## config.mk

```make
export PLATFORM = sky130hd
export DESIGN_NAME = video_timing_gen_flat
export DESIGN_NICKNAME = d
export VERILOG_FILES = /design/src/rtl/vtg_pkg.sv /design/src/rtl/vtg_if.sv /design/src/rtl/vtg_axis_counter.sv /design/src/rtl/video_timing_gen.sv /design/src/flat_wrapper.sv
export SDC_FILE = /design/constraint.sdc
export NUM_CORES = 1
export LEC_CHECK = 0
export ABC_CLOCK_PERIOD_IN_PS = 2000
export BUFFER_PORTS_ARGS = -buffer_cell sky130_fd_sc_hd__buf_2
export CELL_PAD_IN_SITES_DETAIL_PLACEMENT = 0
export CELL_PAD_IN_SITES_GLOBAL_PLACEMENT = 1
export CORE_UTILIZATION = 35
export DETAILED_ROUTE_END_ITERATION = 6
export HOLD_SLACK_MARGIN = 0.15
export PLACE_DENSITY_LB_ADDON = 0.1
export SLEW_MARGIN = 40
export SYNTH_ARGS = -nofsm -noshare
export SYNTH_HDL_FRONTEND = slang
export SYNTH_SLANG_ARGS = --single-unit
```

## constraint.sdc

```tcl
create_clock -name clk25m -period 2 [get_ports clk25m]
set_clock_uncertainty 0.05 [all_clocks]
set_input_delay 0.2 -clock clk25m [delete_from_list [all_inputs] [get_ports clk25m]]
set_output_delay 0.2 -clock clk25m [all_outputs]
set_load 0.02 [all_outputs]
```

## src/rtl/vtg_pkg.sv

```systemverilog
// Shared video timing constants and total-count helper for video_timing_gen.
// Mode records cover 640x480@60, 800x600@60 and 1024x768@60.
package vtg_pkg;

   typedef struct packed {
      logic [15:0] active;
      logic [15:0] fp;
      logic [15:0] sync;
      logic [15:0] bp;
   } axis_t;

   typedef struct packed {
      axis_t h;
      axis_t v;
      logic  hs_pol;
      logic  vs_pol;
   } mode_t;

   localparam mode_t MODE_640X480_60 = '{
      h:      '{16'd640, 16'd16, 16'd96, 16'd48},
      v:      '{16'd480, 16'd10, 16'd2, 16'd33},
      hs_pol: 1'b0,
      vs_pol: 1'b0
   };

   localparam mode_t MODE_800X600_60 = '{
      h:      '{16'd800, 16'd40, 16'd128, 16'd88},
      v:      '{16'd600, 16'd1, 16'd4, 16'd23},
      hs_pol: 1'b1,
      vs_pol: 1'b1
   };

   localparam mode_t MODE_1024X768_60 = '{
      h:      '{16'd1024, 16'd24, 16'd136, 16'd160},
      v:      '{16'd768, 16'd3, 16'd6, 16'd29},
      hs_pol: 1'b0,
      vs_pol: 1'b0
   };

   function automatic int unsigned vtg_total(
      input int unsigned active,
      input int unsigned fp,
      input int unsigned sync,
      input int unsigned bp
   );
      return active + fp + sync + bp;
   endfunction

endpackage

```

## src/rtl/vtg_if.sv

```systemverilog
// Video bundle between drawing logic and the timing generator.
// master = generator side, slave = drawing/display side.
interface vtg_if #(
   parameter int COLOR_W = 6,
   parameter int CNT_W   = 12
);
   logic [COLOR_W-1:0] r_in;
   logic [COLOR_W-1:0] g_in;
   logic [COLOR_W-1:0] b_in;
   logic [CNT_W-1:0]   hc;
   logic [CNT_W-1:0]   vc;
   logic               hsync;
   logic               vsync;
   logic               blank;
   logic               line_start;
   logic               frame_start;
   logic [COLOR_W-1:0] r;
   logic [COLOR_W-1:0] g;
   logic [COLOR_W-1:0] b;

   modport master (
      input  r_in, g_in, b_in,
      output hc, vc, hsync, vsync, blank,
      output line_start, frame_start,
      output r, g, b
   );

   modport slave (
      output r_in, g_in, b_in,
      input  hc, vc, hsync, vsync, blank,
      input  line_start, frame_start,
      input  r, g, b
   );
endinterface

```

## src/rtl/vtg_axis_counter.sv

```systemverilog
// Single-axis wrapping counter; wrap is a combinational carry to the next axis.
module vtg_axis_counter #(
   parameter int TOTAL = 800,
   parameter int CNT_W = 12
) (
   input  logic             clk,
   input  logic             rst_n,
   input  logic             inc,
   output logic [CNT_W-1:0] cnt,
   output logic             wrap
);

   localparam logic [CNT_W-1:0] LAST = CNT_W'(TOTAL - 1);

   assign wrap = inc && (cnt == LAST);

   always_ff @(posedge clk or negedge rst_n) begin
      if (!rst_n)
         cnt <= '0;
      else if (wrap)
         cnt <= '0;
      else if (inc)
         cnt <= cnt + 1'b1;
   end

endmodule

```

## src/rtl/video_timing_gen.sv

```systemverilog
// VGA-style timing generator with registered syncs, blank and gated colour.
// Define VTG_TEST_PATTERN_EN to add test_en and an 8-bar colour pattern.
module video_timing_gen
   import vtg_pkg::*;
#(
   parameter int H_ACTIVE = int'(MODE_640X480_60.h.active),
   parameter int H_FP     = int'(MODE_640X480_60.h.fp),
   parameter int H_SYNC   = int'(MODE_640X480_60.h.sync),
   parameter int H_BP     = int'(MODE_640X480_60.h.bp),
   parameter int V_ACTIVE = int'(MODE_640X480_60.v.active),
   parameter int V_FP     = int'(MODE_640X480_60.v.fp),
   parameter int V_SYNC   = int'(MODE_640X480_60.v.sync),
   parameter int V_BP     = int'(MODE_640X480_60.v.bp),
   parameter bit HS_POL   = MODE_640X480_60.hs_pol,
   parameter bit VS_POL   = MODE_640X480_60.vs_pol,
   parameter int COLOR_W  = 6,
   parameter int CNT_W    = 12
) (
   input  logic  clk25m,
   input  logic  rst_n,
   input  logic  enable,
`ifdef VTG_TEST_PATTERN_EN
   input  logic  test_en,
`endif
   vtg_if.master vid
);

   localparam int H_TOTAL = int'(vtg_total(H_ACTIVE, H_FP, H_SYNC, H_BP));
   localparam int V_TOTAL = int'(vtg_total(V_ACTIVE, V_FP, V_SYNC, V_BP));

   if (H_ACTIVE == 0 || H_FP == 0 || H_SYNC == 0 || H_BP == 0 ||
       V_ACTIVE == 0 || V_FP == 0 || V_SYNC == 0 || V_BP == 0) begin : g_zero_param
      $error("video_timing_gen: timing parameter is zero");
   end

   if (H_TOTAL > 2**CNT_W || V_TOTAL > 2**CNT_W) begin : g_cnt_too_small
      $error("video_timing_gen: CNT_W too narrow for totals");
   end

   localparam logic [CNT_W-1:0] HA     = CNT_W'(H_ACTIVE);
   localparam logic [CNT_W-1:0] HS_BEG = CNT_W'(H_ACTIVE + H_FP);
   localparam logic [CNT_W-1:0] HS_END = CNT_W'(H_ACTIVE + H_FP + H_SYNC - 1);
   localparam logic [CNT_W-1:0] VA     = CNT_W'(V_ACTIVE);
   localparam logic [CNT_W-1:0] VS_BEG = CNT_W'(V_ACTIVE + V_FP);
   localparam logic [CNT_W-1:0] VS_END = CNT_W'(V_ACTIVE + V_FP + V_SYNC - 1);

   logic [CNT_W-1:0]   hc;
   logic [CNT_W-1:0]   vc;
   logic               h_wrap;
   logic               v_wrap;

   logic               hs_d;
   logic               vs_d;
   logic               blank_d;
   logic               ls_d;
   logic               fs_d;
   logic [COLOR_W-1:0] r_d;
   logic [COLOR_W-1:0] g_d;
   logic [COLOR_W-1:0] b_d;

   logic               hs_q;
   logic               vs_q;
   logic               blank_q;
   logic               ls_q;
   logic               fs_q;
   logic [COLOR_W-1:0] r_q;
   logic [COLOR_W-1:0] g_q;
   logic [COLOR_W-1:0] b_q;

   vtg_axis_counter #(
      .TOTAL (H_TOTAL),
      .CNT_W (CNT_W)
   ) u_hcnt (
      .clk   (clk25m),
      .rst_n (rst_n),
      .inc   (enable),
      .cnt   (hc),
      .wrap  (h_wrap)
   );

   vtg_axis_counter #(
      .TOTAL (V_TOTAL),
      .CNT_W (CNT_W)
   ) u_vcnt (
      .clk   (clk25m),
      .rst_n (rst_n),
      .inc   (h_wrap),
      .cnt   (vc),
      .wrap  (v_wrap)
   );

`ifdef VTG_TEST_PATTERN_EN
   localparam int BAR_W = H_ACTIVE / 8;

   logic [2:0] bar;
   logic [2:0] bar_rgb;

   always_comb begin
      bar = '0;
      for (int k = 1; k < 8; k++) begin
         if (hc >= CNT_W'(k * BAR_W))
            bar = bar + 3'd1;
      end
   end

   // Bar order white..black maps onto inverted index bits.
   assign bar_rgb = {~bar[1], ~bar[2], ~bar[0]};
`endif

   always_comb begin
      hs_d    = (hc >= HS_BEG && hc <= HS_END) ? HS_POL : ~HS_POL;
      vs_d    = (vc >= VS_BEG && vc <= VS_END) ? VS_POL : ~VS_POL;
      blank_d = (hc >= HA) || (vc >= VA);
      ls_d    = (hc == '0);
      fs_d    = (hc == '0) && (vc == '0);
      r_d     = vid.r_in;
      g_d     = vid.g_in;
      b_d     = vid.b_in;
`ifdef VTG_TEST_PATTERN_EN
      if (test_en) begin
         r_d = {COLOR_W{bar_rgb[2]}};
         g_d = {COLOR_W{bar_rgb[1]}};
         b_d = {COLOR_W{bar_rgb[0]}};
      end
`endif
      if (blank_d) begin
         r_d = '0;
         g_d = '0;
         b_d = '0;
      end
   end

   always_ff @(posedge clk25m or negedge rst_n) begin
      if (!rst_n) begin
         hs_q    <= ~HS_POL;
         vs_q    <= ~VS_POL;
         blank_q <= 1'b1;
         ls_q    <= 1'b0;
         fs_q    <= 1'b0;
         r_q     <= '0;
         g_q     <= '0;
         b_q     <= '0;
      end else if (enable) begin
         hs_q    <= hs_d;
         vs_q    <= vs_d;
         blank_q <= blank_d;
         ls_q    <= ls_d;
         fs_q    <= fs_d;
         r_q     <= r_d;
         g_q     <= g_d;
         b_q     <= b_d;
      end
   end

   assign vid.hc          = hc;
   assign vid.vc          = vc;
   assign vid.hsync       = hs_q;
   assign vid.vsync       = vs_q;
   assign vid.blank       = blank_q;
   assign vid.line_start  = ls_q;
   assign vid.frame_start = fs_q;
   assign vid.r           = r_q;
   assign vid.g           = g_q;
   assign vid.b           = b_q;

   logic unused_v_wrap;
   assign unused_v_wrap = v_wrap;

endmodule

```

## src/flat_wrapper.sv

```systemverilog
// flat-port wrapper written by rule: the top's interface ports become plain ports
module video_timing_gen_flat import vtg_pkg::*;
#(
   parameter int H_ACTIVE = int'(MODE_640X480_60.h.active),
   parameter int H_FP     = int'(MODE_640X480_60.h.fp),
   parameter int H_SYNC   = int'(MODE_640X480_60.h.sync),
   parameter int H_BP     = int'(MODE_640X480_60.h.bp),
   parameter int V_ACTIVE = int'(MODE_640X480_60.v.active),
   parameter int V_FP     = int'(MODE_640X480_60.v.fp),
   parameter int V_SYNC   = int'(MODE_640X480_60.v.sync),
   parameter int V_BP     = int'(MODE_640X480_60.v.bp),
   parameter bit HS_POL   = MODE_640X480_60.hs_pol,
   parameter bit VS_POL   = MODE_640X480_60.vs_pol,
   parameter int COLOR_W  = 6,
   parameter int CNT_W    = 12
)
  (clk25m, rst_n, enable, vid_r_in, vid_g_in, vid_b_in, vid_hc, vid_vc, vid_hsync, vid_vsync, vid_blank, vid_line_start, vid_frame_start, vid_r, vid_g, vid_b);
  vtg_if #(.COLOR_W(COLOR_W), .CNT_W(CNT_W)) vid_i ();
  input  logic clk25m;
  input  logic rst_n;
  input  logic enable;
  input wire logic [$bits(vid_i.r_in)-1:0] vid_r_in;
  input wire logic [$bits(vid_i.g_in)-1:0] vid_g_in;
  input wire logic [$bits(vid_i.b_in)-1:0] vid_b_in;
  output wire logic [$bits(vid_i.hc)-1:0] vid_hc;
  output wire logic [$bits(vid_i.vc)-1:0] vid_vc;
  output wire logic [$bits(vid_i.hsync)-1:0] vid_hsync;
  output wire logic [$bits(vid_i.vsync)-1:0] vid_vsync;
  output wire logic [$bits(vid_i.blank)-1:0] vid_blank;
  output wire logic [$bits(vid_i.line_start)-1:0] vid_line_start;
  output wire logic [$bits(vid_i.frame_start)-1:0] vid_frame_start;
  output wire logic [$bits(vid_i.r)-1:0] vid_r;
  output wire logic [$bits(vid_i.g)-1:0] vid_g;
  output wire logic [$bits(vid_i.b)-1:0] vid_b;
  assign vid_i.r_in = vid_r_in;
  assign vid_i.g_in = vid_g_in;
  assign vid_i.b_in = vid_b_in;
  assign vid_hc = vid_i.hc;
  assign vid_vc = vid_i.vc;
  assign vid_hsync = vid_i.hsync;
  assign vid_vsync = vid_i.vsync;
  assign vid_blank = vid_i.blank;
  assign vid_line_start = vid_i.line_start;
  assign vid_frame_start = vid_i.frame_start;
  assign vid_r = vid_i.r;
  assign vid_g = vid_i.g;
  assign vid_b = vid_i.b;
  video_timing_gen #(.H_ACTIVE(H_ACTIVE), .H_FP(H_FP), .H_SYNC(H_SYNC), .H_BP(H_BP), .V_ACTIVE(V_ACTIVE), .V_FP(V_FP), .V_SYNC(V_SYNC), .V_BP(V_BP), .HS_POL(HS_POL), .VS_POL(VS_POL), .COLOR_W(COLOR_W), .CNT_W(CNT_W)) u_core (.clk25m(clk25m), .rst_n(rst_n), .enable(enable), .vid(vid_i));
endmodule
```

Word level (Yosys, flattened, before mapping)
Cells that the tools add are included.

Reduce and logical (&&, ||, !) cells: 10. $add $sub $neg: 2. Equal/unequal tests: 2. Multiplexer cells: 9. $lt $le $gt $ge: 6.

Operators by type and width (count): two-way mux 12 bit (4); adder 12 x 1 -> 12 bit (second input constant) (2); == test 12 x 10 -> 1 bit (second input constant) (2); >= comparator 12 x 10 -> 1 bit (second input constant) (2); >= comparator 12 x 9 -> 1 bit (second input constant) (2); logical NOT 12 bit (2); two-way mux 6 bit (3); <= comparator 12 x 10 -> 1 bit (second input constant) (1); <= comparator 12 x 9 -> 1 bit (second input constant) (1); logical AND 1 bit (5); nonzero test 2 bit (2); two-way mux 1 bit (2); logical OR 1 bit (1).

Input bits: 21. Output and inout bits: 47. Word-level logic and storage cells: 39. Register bits: 47.

Depth between registers and ports, before layout
Depth after elaboration: 4. Depth in mapped cells: 6. Depth with buffers taken out: 6.

Cells and area by module
Synthesis repeated with hierarchy kept, for this count alone.

Cells, all modules: 233. Area, all modules: 2323.5 um^2.

By module, submodules not included: video_timing_gen (sequential area each 579.3 um^2, area each 1101.1 um^2, instances 1, cells each 115); vtg_axis_counter (u_core.u_vcnt) (sequential area each 300.3 um^2, area each 623.1 um^2, instances 1, cells each 60); vtg_axis_counter (u_core.u_hcnt) (sequential area each 300.3 um^2, area each 599.3 um^2, instances 1, cells each 58).

Worst setup path before layout
OpenSTA, ideal clock, no wires.

Path type: reg2reg. Start: register u_core.u_hcnt.cnt[11]. End: register u_core.u_vcnt.cnt[2]. Period minus slack after synthesis: 2170 ps. Cell stages (with the launch flop): 6. Data required time: 1811 ps. Library setup time: 139 ps. Arrival time: 1982 ps. Buffers on the path: 1. Path slack: -170 ps. Path through: dfrtp_1 > or4_4 > or4_4 > buf_6 > a22oi_1 > o21ai_0.

Word-level cells in the longest chain between the ends: 4. Elaborated cells on any way between the ends: 5. Those cells by class: eq/ne (1); mux (1); reduce/logical (3).

RTL lines: start: declaration (line vtg_axis_counter.sv:9) `output logic [CNT_W-1:0] cnt,`; start signal: assignment (line vtg_axis_counter.sv:23) `cnt <= cnt + 1'b1;`; == test 12 x 10 -> 1 bit (*) (line vtg_axis_counter.sv:15) `assign wrap = inc && (cnt == LAST);`; logical AND 1 bit (*) (line vtg_axis_counter.sv:15); logical AND 1 bit (line vtg_axis_counter.sv:15); two-way mux 12 bit / nonzero test 2 bit (equally long branches); end signal: assignment (line vtg_axis_counter.sv:23); end: declaration (line vtg_axis_counter.sv:9).

Mark *: on every way between the ends. The rest lies on a longest branch, timed or not. A chain may end at the register's enable or synchronous reset.

Worst setup path in the final report
Start: register u_core.u_hcnt.cnt[11]. End: register u_core.u_vcnt.cnt[8].

The elaborated chain is that of the path after synthesis.

==> results.tsv <==
metric	value	unit
status	finished, violations left	
violations	setup timing	
wl_per_cell	14.79	µm
path_clk_slew	0.09	ns
start_util	36.31	%
cellPowerDensity	729.3	mW/mm²
cap_violations	0	
critPathMaxFanout	7	
io_buffers	67	
slowest_delay	0.53	ns
critical_path_buf_inv_count	1	
yosysTopAreaCellShare	51.22	%
antenna_found_initial	0	
cp.required	2.19	ns
ir_drop	0.4520	mV
cts_max_level	2	
cp_slowest_cell	or4_4	
synthDistinctLibCells	37	
io_pins	68	
drt_wl_total	5649	µm
endpoint_kind	flop	
post-route-min-period	2.030	ns
finalWorstSetupSlack	-0.03035	ns
grt_usage	18.80	%
fillCellCount	563	
die-width	80.37	µm
yosysWarnings	0	
multi_input_area	932.1	µm²
yosys-top-cells-area	dfrtp_1 51%, a22o_1 7.3%, dfstp_2 3.7%	
place_area	0.002720	mm²
grt_pass1_wl	9087	µm
netlist_area	0.002150	mm²
ant_nets	0	
crit_type	flop to flop	
clk_path_buf_depth	2	
cts_root_buffer	clkbuf_8	
hold_viol_final	0	
drive_above_1_share	37.46	%
finalCoreUtilization	52.18	%
dr_total_vias	1915	
routed_via_density	5.013	
synthCells	195	
clk_latency	0.31	ns
p_leak	0.001585	µW
crit_chain	or4_4, or4_4, buf_6, nor4_4, xor2_1	
dp_hpwl	4061	µm
area_growth	43.71	%
worst_path_most_repeated_cell	or4_4	
nets	332	
instances_no_fill	382	
cp_top_family	simple AND/OR/NAND/NOR gates	
synth.largest_area_cell	dfrtp_1	
dr.pass1.iters	4	
core	0.005921	mm²
hp-class	primary input to flop	
initialDrtViolationCount	89	
layout_common_cells	67 x buf_2, 40 x dfrtp_1, 21 x buf_4	
ys_seq_area_share	54.89	%
relSlewSlack	69.39	%
dieArea	0.006459	mm²
slew_viol_final	0	
grt_pass1_vias	1826	
tightest_slew	0.4549	ns
drcViolationCount	0	
cts_sinks	47	
n_antenna_cell	0	
rsz0062_at_grt	true	
ys_ff_latch	47	
overflow	0	
power.total	2253	µW
gp_congestion	0.7469	
dp_cells	352	
period_share	101.5	%
syn_nets	221	
die_h	80.37	µm
layout_commonest_cell	buf_2	
grt_max_degree	20	
avgSynthCellArea	11.02	µm²
ff_latch_area	0.001185	mm²
stdcell_area	0.003089	mm²
timing.fmax	492.5	MHz
cts_buffers	5	
worstSetupStartpointType	flop	
cp.arrival	2.22	ns
finalSetupViolCount	2	
cts_tree	built	
rows	28	
area by class of cell:
type                       count  share of cell area (%)
clock buffer                   5                   2.228
inverter                      10                   1.215
timing repair buffer         110                   23.49
multi-input combinational    132                   30.17
clock inverter                 3                   1.499
tap                           75                   3.038
sequential                    47                   38.36
timing repair:
item | 4_1_cts | 5_1_grt
hold buffers | 19 | 0
hold endpoints to repair | 32 | 0
gates resized for setup | 1 | 6
buffers inserted | 0 | 3
pin swaps | 0 | 2
setup endpoints to repair | 5 | 10
sequential cells by signal, indices dropped and copies added (netlist names), 6 cells and up:
register           count
u_core.u_vcnt.cnt     12
u_core.vid.b           6
u_core.vid.r           6
u_core.u_hcnt.cnt     12
u_core.vid.g           6
path summary, 6_finish.rpt:
check	start	endpoint	slack [ns]	cells past startpoint
worst max-delay path	u_core.u_hcnt.cnt[11]	u_core.u_vcnt.cnt[8]	-0.03	5
worst min-delay path	enable	u_core.vid.vsync	0.22	3
worst max register to register	u_core.u_hcnt.cnt[11]	u_core.u_vcnt.cnt[8]	-0.03	5
worst min register to register	u_core.vid.vsync	u_core.vid.vsync	0.45	2
max in group asynchronous	rst_n	u_core.vid.hsync	0.96	3
min in group asynchronous	rst_n	u_core.u_vcnt.cnt[5]	0.29	2
worst reg2reg max path: stages (launching register included):
cell     delay [ns]
dfrtp_2        0.41
or4_4          0.53
or4_4          0.50
buf_6          0.17
nor4_4         0.13
xor2_1         0.17
layer usage:
layer | share of wire (%) | vias up | global-route usage, %
met5 | 0 | - | 0
met4 | 1.1 | 0 | 6.607
met3 | 4.0 | 6 | 3.977
met2 | 49 | 46 | 30.08
met1 | 46 | 928 | 25.02
li1 | - | 935 | -
per-stage QoR:
step                setup TNS (ns)  hold slack, ns  setup slack (ns)
floorplan                  -0.1856         -0.1456          -0.05969
global placement                 0         0.09679          0.001258
detailed placement        -0.04539          0.1039          -0.03058
CTS                       -0.05011          0.2107          -0.02875
global route               -0.2658          0.2249          -0.07919
finish                    -0.03524          0.2160          -0.03035
power by group:
part           switching (µW)  internal [µW]
sequential               33.3           1000
clock                     337            377
combinational             282            220
total                     652           1600
cell families after synthesis:
family | Yosys count | synth area share (%)
buffers and inverters | 16 | 3.143
xor gates and xnor gates | 13 | 5.297
AOI/OAI and AO/OA | 38 | 13.15
DFF | 47 | 54.89
muxes | 1 | 0.4657
adders and majority gates | 5 | 2.910
and+or+nand+nor | 75 | 20.14
Yosys cell counts (all sizes together):
master,instances
a211oi,1
a21oi,2
a22o,18
a22oi,1
a31oi,2
and3,1
and4,2
and4b,1
buf,1
clkbuf,5
clkinv,1
dfrtp,44
dfstp,3
ha,5
inv,9
mux2i,1
nand2,14
nand2b,2
nand3,13
nand4,6
nor2,14
nor2b,2
nor3,5
nor3b,1
nor4,7
nor4bb,1
o21ai,10
o31a,1
o31ai,2
o32ai,1
or3,4
or4,2
xnor2,6
xor2,7
Note: power is estimated with default switching activity, not from simulation.
